### config.mk
export PLATFORM = sky130hd
export DESIGN_NAME = regfile_writeback_arbiter_flat
export DESIGN_NICKNAME = d
export VERILOG_FILES = /design/src/rtl/regfile_writeback_arbiter_if.sv /design/src/rtl/regfile_writeback_arbiter.sv /design/src/flat_wrapper.sv
export SDC_FILE = /design/constraint.sdc
export NUM_CORES = 1
export LEC_CHECK = 0
export ABC_AREA = 1
export CORE_MARGIN = 3
export CORE_UTILIZATION = 49
export CTS_CLUSTER_DIAMETER = 120
export DETAILED_ROUTE_END_ITERATION = 10
export PLACE_DENSITY_LB_ADDON = 0.1
export SYNTH_ARGS = -nofsm -noshare
export SYNTH_HDL_FRONTEND = slang
export SYNTH_SLANG_ARGS = --single-unit
### constraint.sdc
create_clock -name clk -period 3.5 [get_ports clk]
set_input_delay 0.875 -clock clk [delete_from_list [all_inputs] [get_ports clk]]
set_output_delay 0.875 -clock clk [all_outputs]
set_load 0.005 [all_outputs]
### src/rtl/regfile_writeback_arbiter_if.sv
`default_nettype none
// +----------------------------------------------------------------------------+
// | regfile_writeback_arbiter_if                                                |
// | Result-source, issue and register-file write-port signals of the arbiter.  |
// | Revision: 1.0                                                               |
// +----------------------------------------------------------------------------+
interface regfile_writeback_arbiter_if #(
    parameter int PTR_W = 1
);
    logic        alu_valid;
    logic [4:0]  alu_wr;
    logic [31:0] alu_wd;
    logic        lng_valid;
    logic        lng_ready;
    logic [4:0]  lng_wr;
    logic [31:0] lng_wd;
    logic        issue_valid;
    logic [4:0]  issue_rd;
    logic        rf_we;
    logic [4:0]  rf_wr;
    logic [31:0] rf_wd;
    logic [31:0] pending;
    logic [PTR_W:0] fifo_count;
    logic        err_reissue;

    modport master (
        output alu_valid, alu_wr, alu_wd,
        output lng_valid, lng_wr, lng_wd,
        output issue_valid, issue_rd,
        input  lng_ready, rf_we, rf_wr, rf_wd, pending, fifo_count, err_reissue
    );

    modport slave (
        input  alu_valid, alu_wr, alu_wd,
        input  lng_valid, lng_wr, lng_wd,
        input  issue_valid, issue_rd,
        output lng_ready, rf_we, rf_wr, rf_wd, pending, fifo_count, err_reissue
    );
endinterface
`default_nettype wire

### src/rtl/regfile_writeback_arbiter.sv
`default_nettype none
// +----------------------------------------------------------------------------+
// | regfile_writeback_arbiter                                                   |
// | Owns the register-file write port: ALU results first, queued long-latency  |
// | results otherwise, plus a pending-destination scoreboard for RAW checks.   |
// | Revision: 1.0                                                               |
// +----------------------------------------------------------------------------+
module regfile_writeback_arbiter #(
    parameter int DEPTH = 2,
    parameter int PTR_W = 1
) (
    input  wire logic                          clk,
    input  wire logic                          reset,
    regfile_writeback_arbiter_if.slave         bus
);

    localparam logic [PTR_W:0] c_DEPTH = (PTR_W + 1)'(DEPTH);

    logic [4:0]       r_fifo_wr [DEPTH];
    logic [31:0]      r_fifo_wd [DEPTH];
    logic [PTR_W-1:0] r_wr_ptr;
    logic [PTR_W-1:0] r_rd_ptr;
    logic [PTR_W:0]   r_count;
    logic             r_rf_we;
    logic [4:0]       r_rf_wr;
    logic [31:0]      r_rf_wd;
    logic [31:0]      r_pending;
    logic             r_err_reissue;

    logic             w_ready;
    logic             w_push;
    logic             w_pop;
    logic             w_sel_valid;
    logic [4:0]       w_sel_wr;
    logic [31:0]      w_sel_wd;
    logic [4:0]       w_head_wr;
    logic [31:0]      w_set_mask;
    logic [31:0]      w_clr_mask;
    logic [31:0]      w_pending_nxt;
    logic             w_reissue;

    assign w_ready   = (r_count != c_DEPTH);
    assign w_push    = bus.lng_valid && w_ready;
    assign w_pop     = !bus.alu_valid && (r_count != '0);
    assign w_head_wr = r_fifo_wr[r_rd_ptr];

    // ALU can never stall, so it always wins the port; the FIFO only drains in idle ALU slots.
    always_comb begin
        w_sel_valid = 1'b0;
        w_sel_wr    = 5'd0;
        w_sel_wd    = 32'd0;
        if (bus.alu_valid) begin
            w_sel_valid = 1'b1;
            w_sel_wr    = bus.alu_wr;
            w_sel_wd    = bus.alu_wd;
        end else if (w_pop) begin
            w_sel_valid = 1'b1;
            w_sel_wr    = w_head_wr;
            w_sel_wd    = r_fifo_wd[r_rd_ptr];
        end
    end

    // Scoreboard: OR-ing the set mask after clearing makes a same-index issue win over a pop.
    always_comb begin
        w_set_mask = 32'd0;
        w_clr_mask = 32'd0;
        if (bus.issue_valid && (bus.issue_rd != 5'd0)) begin
            w_set_mask = 32'd1 << bus.issue_rd;
        end
        if (w_pop) begin
            w_clr_mask = 32'd1 << w_head_wr;
        end
        w_pending_nxt      = (r_pending & ~w_clr_mask) | w_set_mask;
        w_pending_nxt[0]   = 1'b0;
    end

    assign w_reissue = bus.issue_valid && (bus.issue_rd != 5'd0) && r_pending[bus.issue_rd];

    // Storage needs no reset: the pointers alone define which entries are live.
    always_ff @(posedge clk) begin
        if (w_push) begin
            r_fifo_wr[r_wr_ptr] <= bus.lng_wr;
            r_fifo_wd[r_wr_ptr] <= bus.lng_wd;
        end
    end

    always_ff @(posedge clk or posedge reset) begin
        if (reset) begin
            r_wr_ptr      <= '0;
            r_rd_ptr      <= '0;
            r_count       <= '0;
            r_rf_we       <= 1'b0;
            r_rf_wr       <= 5'd0;
            r_rf_wd       <= 32'd0;
            r_pending     <= 32'd0;
            r_err_reissue <= 1'b0;
        end else begin
            if (w_push) begin
                r_wr_ptr <= r_wr_ptr + 1'b1;
            end
            if (w_pop) begin
                r_rd_ptr <= r_rd_ptr + 1'b1;
            end
            case ({w_push, w_pop})
                2'b10:   r_count <= r_count + 1'b1;
                2'b01:   r_count <= r_count - 1'b1;
                default: r_count <= r_count;
            endcase
            // A write to register 0 still consumes its slot, it just never reaches the file.
            r_rf_we       <= w_sel_valid && (w_sel_wr != 5'd0);
            r_rf_wr       <= w_sel_wr;
            r_rf_wd       <= w_sel_wd;
            r_pending     <= w_pending_nxt;
            r_err_reissue <= r_err_reissue | w_reissue;
        end
    end

    assign bus.lng_ready   = w_ready;
    assign bus.rf_we       = r_rf_we;
    assign bus.rf_wr       = r_rf_wr;
    assign bus.rf_wd       = r_rf_wd;
    assign bus.pending     = r_pending;
    assign bus.fifo_count  = r_count;
    assign bus.err_reissue = r_err_reissue;

endmodule
`default_nettype wire

### src/flat_wrapper.sv
// flat-port wrapper written by rule: the top's interface ports become plain ports
module regfile_writeback_arbiter_flat 
#(
    parameter int DEPTH = 2,
    parameter int PTR_W = 1
)
  (clk, reset, bus_alu_valid, bus_alu_wr, bus_alu_wd, bus_lng_valid, bus_lng_wr, bus_lng_wd, bus_issue_valid, bus_issue_rd, bus_lng_ready, bus_rf_we, bus_rf_wr, bus_rf_wd, bus_pending, bus_fifo_count, bus_err_reissue);
  regfile_writeback_arbiter_if #(.PTR_W(PTR_W)) bus_i ();
  input  wire logic clk;
  input  wire logic reset;
  input wire logic [$bits(bus_i.alu_valid)-1:0] bus_alu_valid;
  input wire logic [$bits(bus_i.alu_wr)-1:0] bus_alu_wr;
  input wire logic [$bits(bus_i.alu_wd)-1:0] bus_alu_wd;
  input wire logic [$bits(bus_i.lng_valid)-1:0] bus_lng_valid;
  input wire logic [$bits(bus_i.lng_wr)-1:0] bus_lng_wr;
  input wire logic [$bits(bus_i.lng_wd)-1:0] bus_lng_wd;
  input wire logic [$bits(bus_i.issue_valid)-1:0] bus_issue_valid;
  input wire logic [$bits(bus_i.issue_rd)-1:0] bus_issue_rd;
  output wire logic [$bits(bus_i.lng_ready)-1:0] bus_lng_ready;
  output wire logic [$bits(bus_i.rf_we)-1:0] bus_rf_we;
  output wire logic [$bits(bus_i.rf_wr)-1:0] bus_rf_wr;
  output wire logic [$bits(bus_i.rf_wd)-1:0] bus_rf_wd;
  output wire logic [$bits(bus_i.pending)-1:0] bus_pending;
  output wire logic [$bits(bus_i.fifo_count)-1:0] bus_fifo_count;
  output wire logic [$bits(bus_i.err_reissue)-1:0] bus_err_reissue;
  assign bus_i.alu_valid = bus_alu_valid;
  assign bus_i.alu_wr = bus_alu_wr;
  assign bus_i.alu_wd = bus_alu_wd;
  assign bus_i.lng_valid = bus_lng_valid;
  assign bus_i.lng_wr = bus_lng_wr;
  assign bus_i.lng_wd = bus_lng_wd;
  assign bus_i.issue_valid = bus_issue_valid;
  assign bus_i.issue_rd = bus_issue_rd;
  assign bus_lng_ready = bus_i.lng_ready;
  assign bus_rf_we = bus_i.rf_we;
  assign bus_rf_wr = bus_i.rf_wr;
  assign bus_rf_wd = bus_i.rf_wd;
  assign bus_pending = bus_i.pending;
  assign bus_fifo_count = bus_i.fifo_count;
  assign bus_err_reissue = bus_i.err_reissue;
  regfile_writeback_arbiter #(.DEPTH(DEPTH), .PTR_W(PTR_W)) u_core (.clk(clk), .reset(reset), .bus(bus_i));
endmodule
# [After elaboration in Yosys (flattened, before gate mapping)]
# Memory sizes are Yosys's and may differ from the RTL's.
# Index checks and enable logic that the tools add are counted.
[classes] addsub=4 magnitude_cmp=1 n_shift=2 muxes=13 n_eq_ne=3 n_mul=0 bitwise=4 n_div=0 n_reduce_logical=10
[ops] operator="2-to-1 mux 32 bit" n=4
[ops] operator="<< shifter 1 x 5 -> 32 bit, first input constant" n=2
[ops] operator="bitwise AND 32 bit" n=1
[ops] operator="NOT 32 bit" n=1
[ops] operator="bitwise OR 32 bit" n=1
[ops] operator="2-to-1 mux 5 bit" n=2
[ops] operator="nonzero test 5 bit" n=2
[ops] operator="< comparator 5 x 6 -> 1 bit, second input constant" n=1
[ops] operator="binary-select mux 1 bit (select 5 bit)" n=1
[ops] operator="logical AND 1 bit" n=5
[ops] operator="2-to-1 mux 1 bit" n=5
[ops] operator="case mux 2 bit (2 select lines)" n=1
[ops] operator="nonzero test 2 bit" n=2
[ops] operator="adder 1 bit, second input constant" n=2
[ops] operator="adder 2 x 1 -> 2 bit, second input constant" n=1
[ops] operator="== test 2 x 1 -> 1 bit, second input constant" n=1
[ops] operator="== test 2 bit, second input constant" n=1
[ops] operator="!= test 2 bit, second input constant" n=1
[ops] operator="subtractor 2 x 1 -> 2 bit, second input constant" n=1
[ops] operator="logical NOT 1 bit" n=1
[ops] operator="bitwise OR 1 bit" n=1
[word_totals] rom_bits=0 mem_count=2 register_bits=74 in_bits=84 ram_bits=74 latch_bits=0
[mem_list] name="u_core.r_fifo_wd" depth=2 width=32 read_ports=1 rd_ports_with_merged_regs=0 write_ports=1 line_no="regfile_writeback_arbiter.sv:20" text="logic [31:0] r_fifo_wd [DEPTH];"
[mem_list] name="u_core.r_fifo_wr" depth=2 width=5 read_ports=1 rd_ports_with_merged_regs=0 write_ports=1 line_no="regfile_writeback_arbiter.sv:19" text="logic [4:0] r_fifo_wr [DEPTH];"

# [Logic depth before layout (Yosys ltp)]
[depth] ltp_word=6 depth_mapped=12

# [Worst setup path before layout]
# Ideal clock, no wire load.
[synth_path] kind="input-to-reg" startpoint="input bus_lng_valid" endpoint="memory u_core.r_fifo_wd[1][0] (enable)" path_buffers=0 setup_slack_ps=518 setup_ps=433 t_arrival_ps=2550 cell_stages=2 t_required_ps=3067 cell_sequence="nand2_1 nor2_1"
[synth_between] elab_chain_len=3
[synth_lines] item="start: declaration" line_no="flat_wrapper.sv:14" text="input wire logic [$bits(bus_i.lng_valid)-1:0] bus_lng_valid;"
[synth_lines] item="logical AND 1 bit" line_no="regfile_writeback_arbiter.sv:43" text="assign w_push = bus.lng_valid && w_ready;"
[synth_lines] item="2-to-1 mux 1 bit" line_no="regfile_writeback_arbiter.sv:81" text="if (w_push) begin"
[synth_lines] item="2-to-1 mux 1 bit (not written as such)" line_no="regfile_writeback_arbiter.sv:83" text="r_fifo_wd[r_wr_ptr] <= bus.lng_wd;"
[synth_lines] item="end: declaration" line_no="regfile_writeback_arbiter.sv:20"
# No other way between the ends.

# [Worst setup path in the final report]
[layout_path] startpoint="register u_core.r_count[0], in the netlist u_core.bus.fifo_count[0]" endpoint="output bus_lng_ready"
[layout_between] elab_chain_len=1
[layout_lines] item="start: declaration" line_no="regfile_writeback_arbiter.sv:23" text="logic [PTR_W:0] r_count;"
[layout_lines] item="start signal: assignment" line_no="regfile_writeback_arbiter.sv:105" text="2'b10: r_count <= r_count + 1'b1;"
[layout_lines] item="start signal: assignment" line_no="regfile_writeback_arbiter.sv:106" text="2'b01: r_count <= r_count - 1'b1;"
[layout_lines] item="start signal: assignment" line_no="regfile_writeback_arbiter.sv:107" text="default: r_count <= r_count;"
[layout_lines] item="!= test 2 bit" line_no="regfile_writeback_arbiter.sv:42" text="assign w_ready = (r_count != c_DEPTH);"
[layout_lines] item="end: declaration" line_no="flat_wrapper.sv:19" text="output wire logic [$bits(bus_i.lng_ready)-1:0] bus_lng_ready;"
# No other way between the ends.

==> flow_summary.ini <==
[status]
outcome = complete, no violations

[grt]
antenna_found_initial = 0
grt_pass1_vias = 4594
gr-total-overflow = 0
gr-usage-all-layers = 0.230
grt_pass1_wl_um = 23500
grt_start_max_net_pins = 42

[floorplanning]
core_mm2 = 0.0121
initial_core_util = 0.503
fp.dieW_um = 117
io_pins = 158
fp.dieArea_mm2 = 0.0138
num_rows = 40
die_y_um = 117

[timing]
clock.fmax_ghz = 0.408
period_minus_slack_ns = 2.45
fin_skew_ns = 0.00594
maxSlewHeadroom = 0.498
hold_viol = 0
setup_tns_ns = 0
maxSlewViolCount = 0
worstMarginPinSlew_ns = 0.753
whs_ns = 0.488
finalCritPeriodShare = 0.700
finalSetupViolations = 0
grt_setup_unrepaired = no

[critical_path]
cpPeakStageDelay_ns = 0.53
timing.rr.start = u_core.r_rd_ptr
r2r-end = u_core.bus.pending[25]
path_cells = inv_1 > nand2_1 > clkdlybuf4s50_1
cp_max_fo = 6
cp-end-kind = primary output
cp.required_ns = 2.62
cp_slowest_cell = clkdlybuf4s50_1
worst_setup_path_start_kind = register
crit_path_end = bus_lng_ready
critPathKind = reg -> out
r2r_cells = 8
crit_arrival_ns = 1.58
r2r_slack_ns = 1.48
crit_start = u_core.bus.fifo_count[0]

[final_layout]
antenna_cells = 0
final_nets = 810
syn_to_final_growth_pct = 38.2
drive_gt1_frac = 0.0840
stdcell_count = 906

[yosys]
synthMuxAreaShare = 0.00165
synth_ff_type = edfxtp_1
yosys_warnings = 0
yosys.cell_types.count = 30
syn-instance-count = 564
avgSynthCellArea_um2 = 10.8
synth_compound_area_frac = 0.112
synth_edf_count = 74
mappedNetlistArea_mm2 = 0.00607
synth-simple-area-share = 0.171
synth-seq-cells = 148
syn_nets = 649
synthAdderAreaFrac = 0.00206
synth_top_family_by_area = simple AND/OR/NAND/NOR gates
synthArstFlopShare = 0.500
yosysSeqAreaShare = 0.671
synth-xor-area-share = 0.00433

[routing]
routedWlPerCell_um = 16.9
vias = 4738
first_pass_iters = 5
drtAntennaViolNets = 0
routed_via_density = 5.23
drt-total-wl_um = 15300
drc = 0
drt-initial-drc-count = 275

[cts]
cts.clk_slew.worst_paths_ns = 0.05
cts.sinks = 148
cts_buffers = 17
cts-root-buf = clkbuf_16
clock_path_buffers = 2
htreeDepth = 4
ctsHoldBuffers = 0
postCtsSetupBuffers = 0
cts_resized = 0
clkLatencyLatePin_ns = 0.41
cts_tree = done

[placement]
dp.cells = 874
dp_hpwl_um = 10600
port_buffers = 156
place_congestion = 0.884

[worst_hold_path]
worstHoldPathType = reg -> reg

[job]
maxCapViolCount = 0

[pwr]
leakage_nw = 3.47
peakVddDrop_mv = 0.374
powerDensity_mw_per_mm2 = 791
-- synthesized netlist by cell type (all sizes together) (2+ instances only) --
| cell | number | area share |
|---|---|---|
| dfrtp | 74 | 0.31 |
| inv | 24 | 0.016 |
| nor2 | 25 | 0.022 |
| clkbuf | 11 | 0.0070 |
| xnor2 | 2 | 0.0029 |
| o21ai | 69 | 0.062 |
| buf | 13 | 0.013 |
| nand3 | 15 | 0.012 |
| a21oi | 3 | 0.0025 |
| nand2 | 215 | 0.14 |
| a22o | 32 | 0.046 |
| edfxtp | 74 | 0.37 |
-- critical path: cells and delay by family, from the launching register on --
| family | cells | cell delay [ns] |
|---|---|---|
| buffers and inverters | 2 | 0.60 |
| DFF | 1 | 0.47 |
| and+or+nand+nor | 1 | 0.10 |
-- worst min-delay path by stage --
stage	slack, ns	startpoint	end	depth (start not counted)
2_1_floorplan	0.46	u_core.bus.err_reissue	u_core.bus.err_reissue	2
3_3_place_gp	0.49	u_core.bus.err_reissue	u_core.bus.err_reissue	2
3_5_place_dp	0.47	u_core.bus.err_reissue	u_core.bus.err_reissue	2
4_1_cts	0.49	u_core.bus.err_reissue	u_core.bus.err_reissue	2
5_1_grt	0.51	u_core.bus.err_reissue	u_core.bus.err_reissue	2
6_report	0.49	u_core.bus.err_reissue	u_core.bus.err_reissue	2
-- layer usage --
| metal | share of wire | global-route usage | vias to the layer above | wire (um) |
|---|---|---|---|---|
| met5 | 0 | 0 | - | 0 |
| met4 | 0.016 | 0.0810 | 0 | 250 |
| met3 | 0.084 | 0.0689 | 22 | 1280 |
| met2 | 0.49 | 0.372 | 188 | 7480 |
| met1 | 0.41 | 0.297 | 2304 | 6280 |
| li1 | - | - | 2224 | - |
-- sequential cells by signal, summed over array words and instances, names as in the netlist --
name,flops
u_core.r_wr_ptr,1
u_core.r_fifo_wd,64
u_core.bus.rf_we,1
u_core.bus.err_reissue,1
u_core.bus.pending,31
u_core.r_fifo_wr,10
u_core.bus.rf_wr,5
u_core.r_rd_ptr,1
u_core.bus.rf_wd,32
u_core.bus.fifo_count,2
-- metrics by stage --
step                      area, um2   util  setup slack [ns]  power (mW)
after detailed placement       7840  0.650             0.854        4.98
after global routing           8380  0.695             0.933        7.04
after CTS                      8380  0.695              1.03        6.68
after global placement         7840  0.650             0.917        4.91
final                          8380  0.695              1.05        6.64
after floorplan                6070      -             0.518        3.79
-- cell families (layout without fill, tap and decap cells) --
logic type               after synthesis  after routing
AO/OA/AOI/OAI                        105            105
flip-flops                           148            148
multiplexers                           1              1
other                                  1              1
XOR/XNOR                               3              3
buffers and inverters                 49            223
AND/OR/NAND/NOR                      256            256
adder cells (fa/ha/maj)                1              1
-- power by group --
| part | internal (mW) | switching, mW |
|---|---|---|
| clock network | 1.06 | 0.636 |
| registers | 2.39 | 0.332 |
| logic | 1.08 | 1.14 |
| total | 4.53 | 2.11 |
-- cell usage in the layout, fill, tap and decap left out --
master,instances
o31ai_1,1
mux2i_1,1
nor2_1,16
o21ai_0,14
inv_2,5
a22o_1,32
clkinv_1,3
clkdlybuf4s50_1,156
clkbuf_8,1
inv_1,16
xor2_1,1
nand2_1,207
o21ai_4,3
buf_4,8
conb_1,1
a21oi_1,3
edfxtp_1,74
ha_1,1
buf_12,2
o21ai_1,52
xnor2_1,2
inv_4,2
clkbuf_16,17
clkbuf_1,7
dfrtp_1,73
nand3_1,15
clkinv_2,4
or2_1,1
dfrtp_2,1
bufinv_16,2
nand2_2,8
nor2_4,6
nor2_2,3
-- final cells by class --
type                            instances  area [um2]
Fill cell                             910        3680
Tap cell                              168         210
Multi-Input combinational cell        367        1790
Sequential cell                       148        4080
Clock buffer                           25         465
Inverter                               25         100
Clock inverter                          7        82.6
Timing Repair Buffer                  166        1660
No activity file was read; power rests on OpenSTA's default activity.
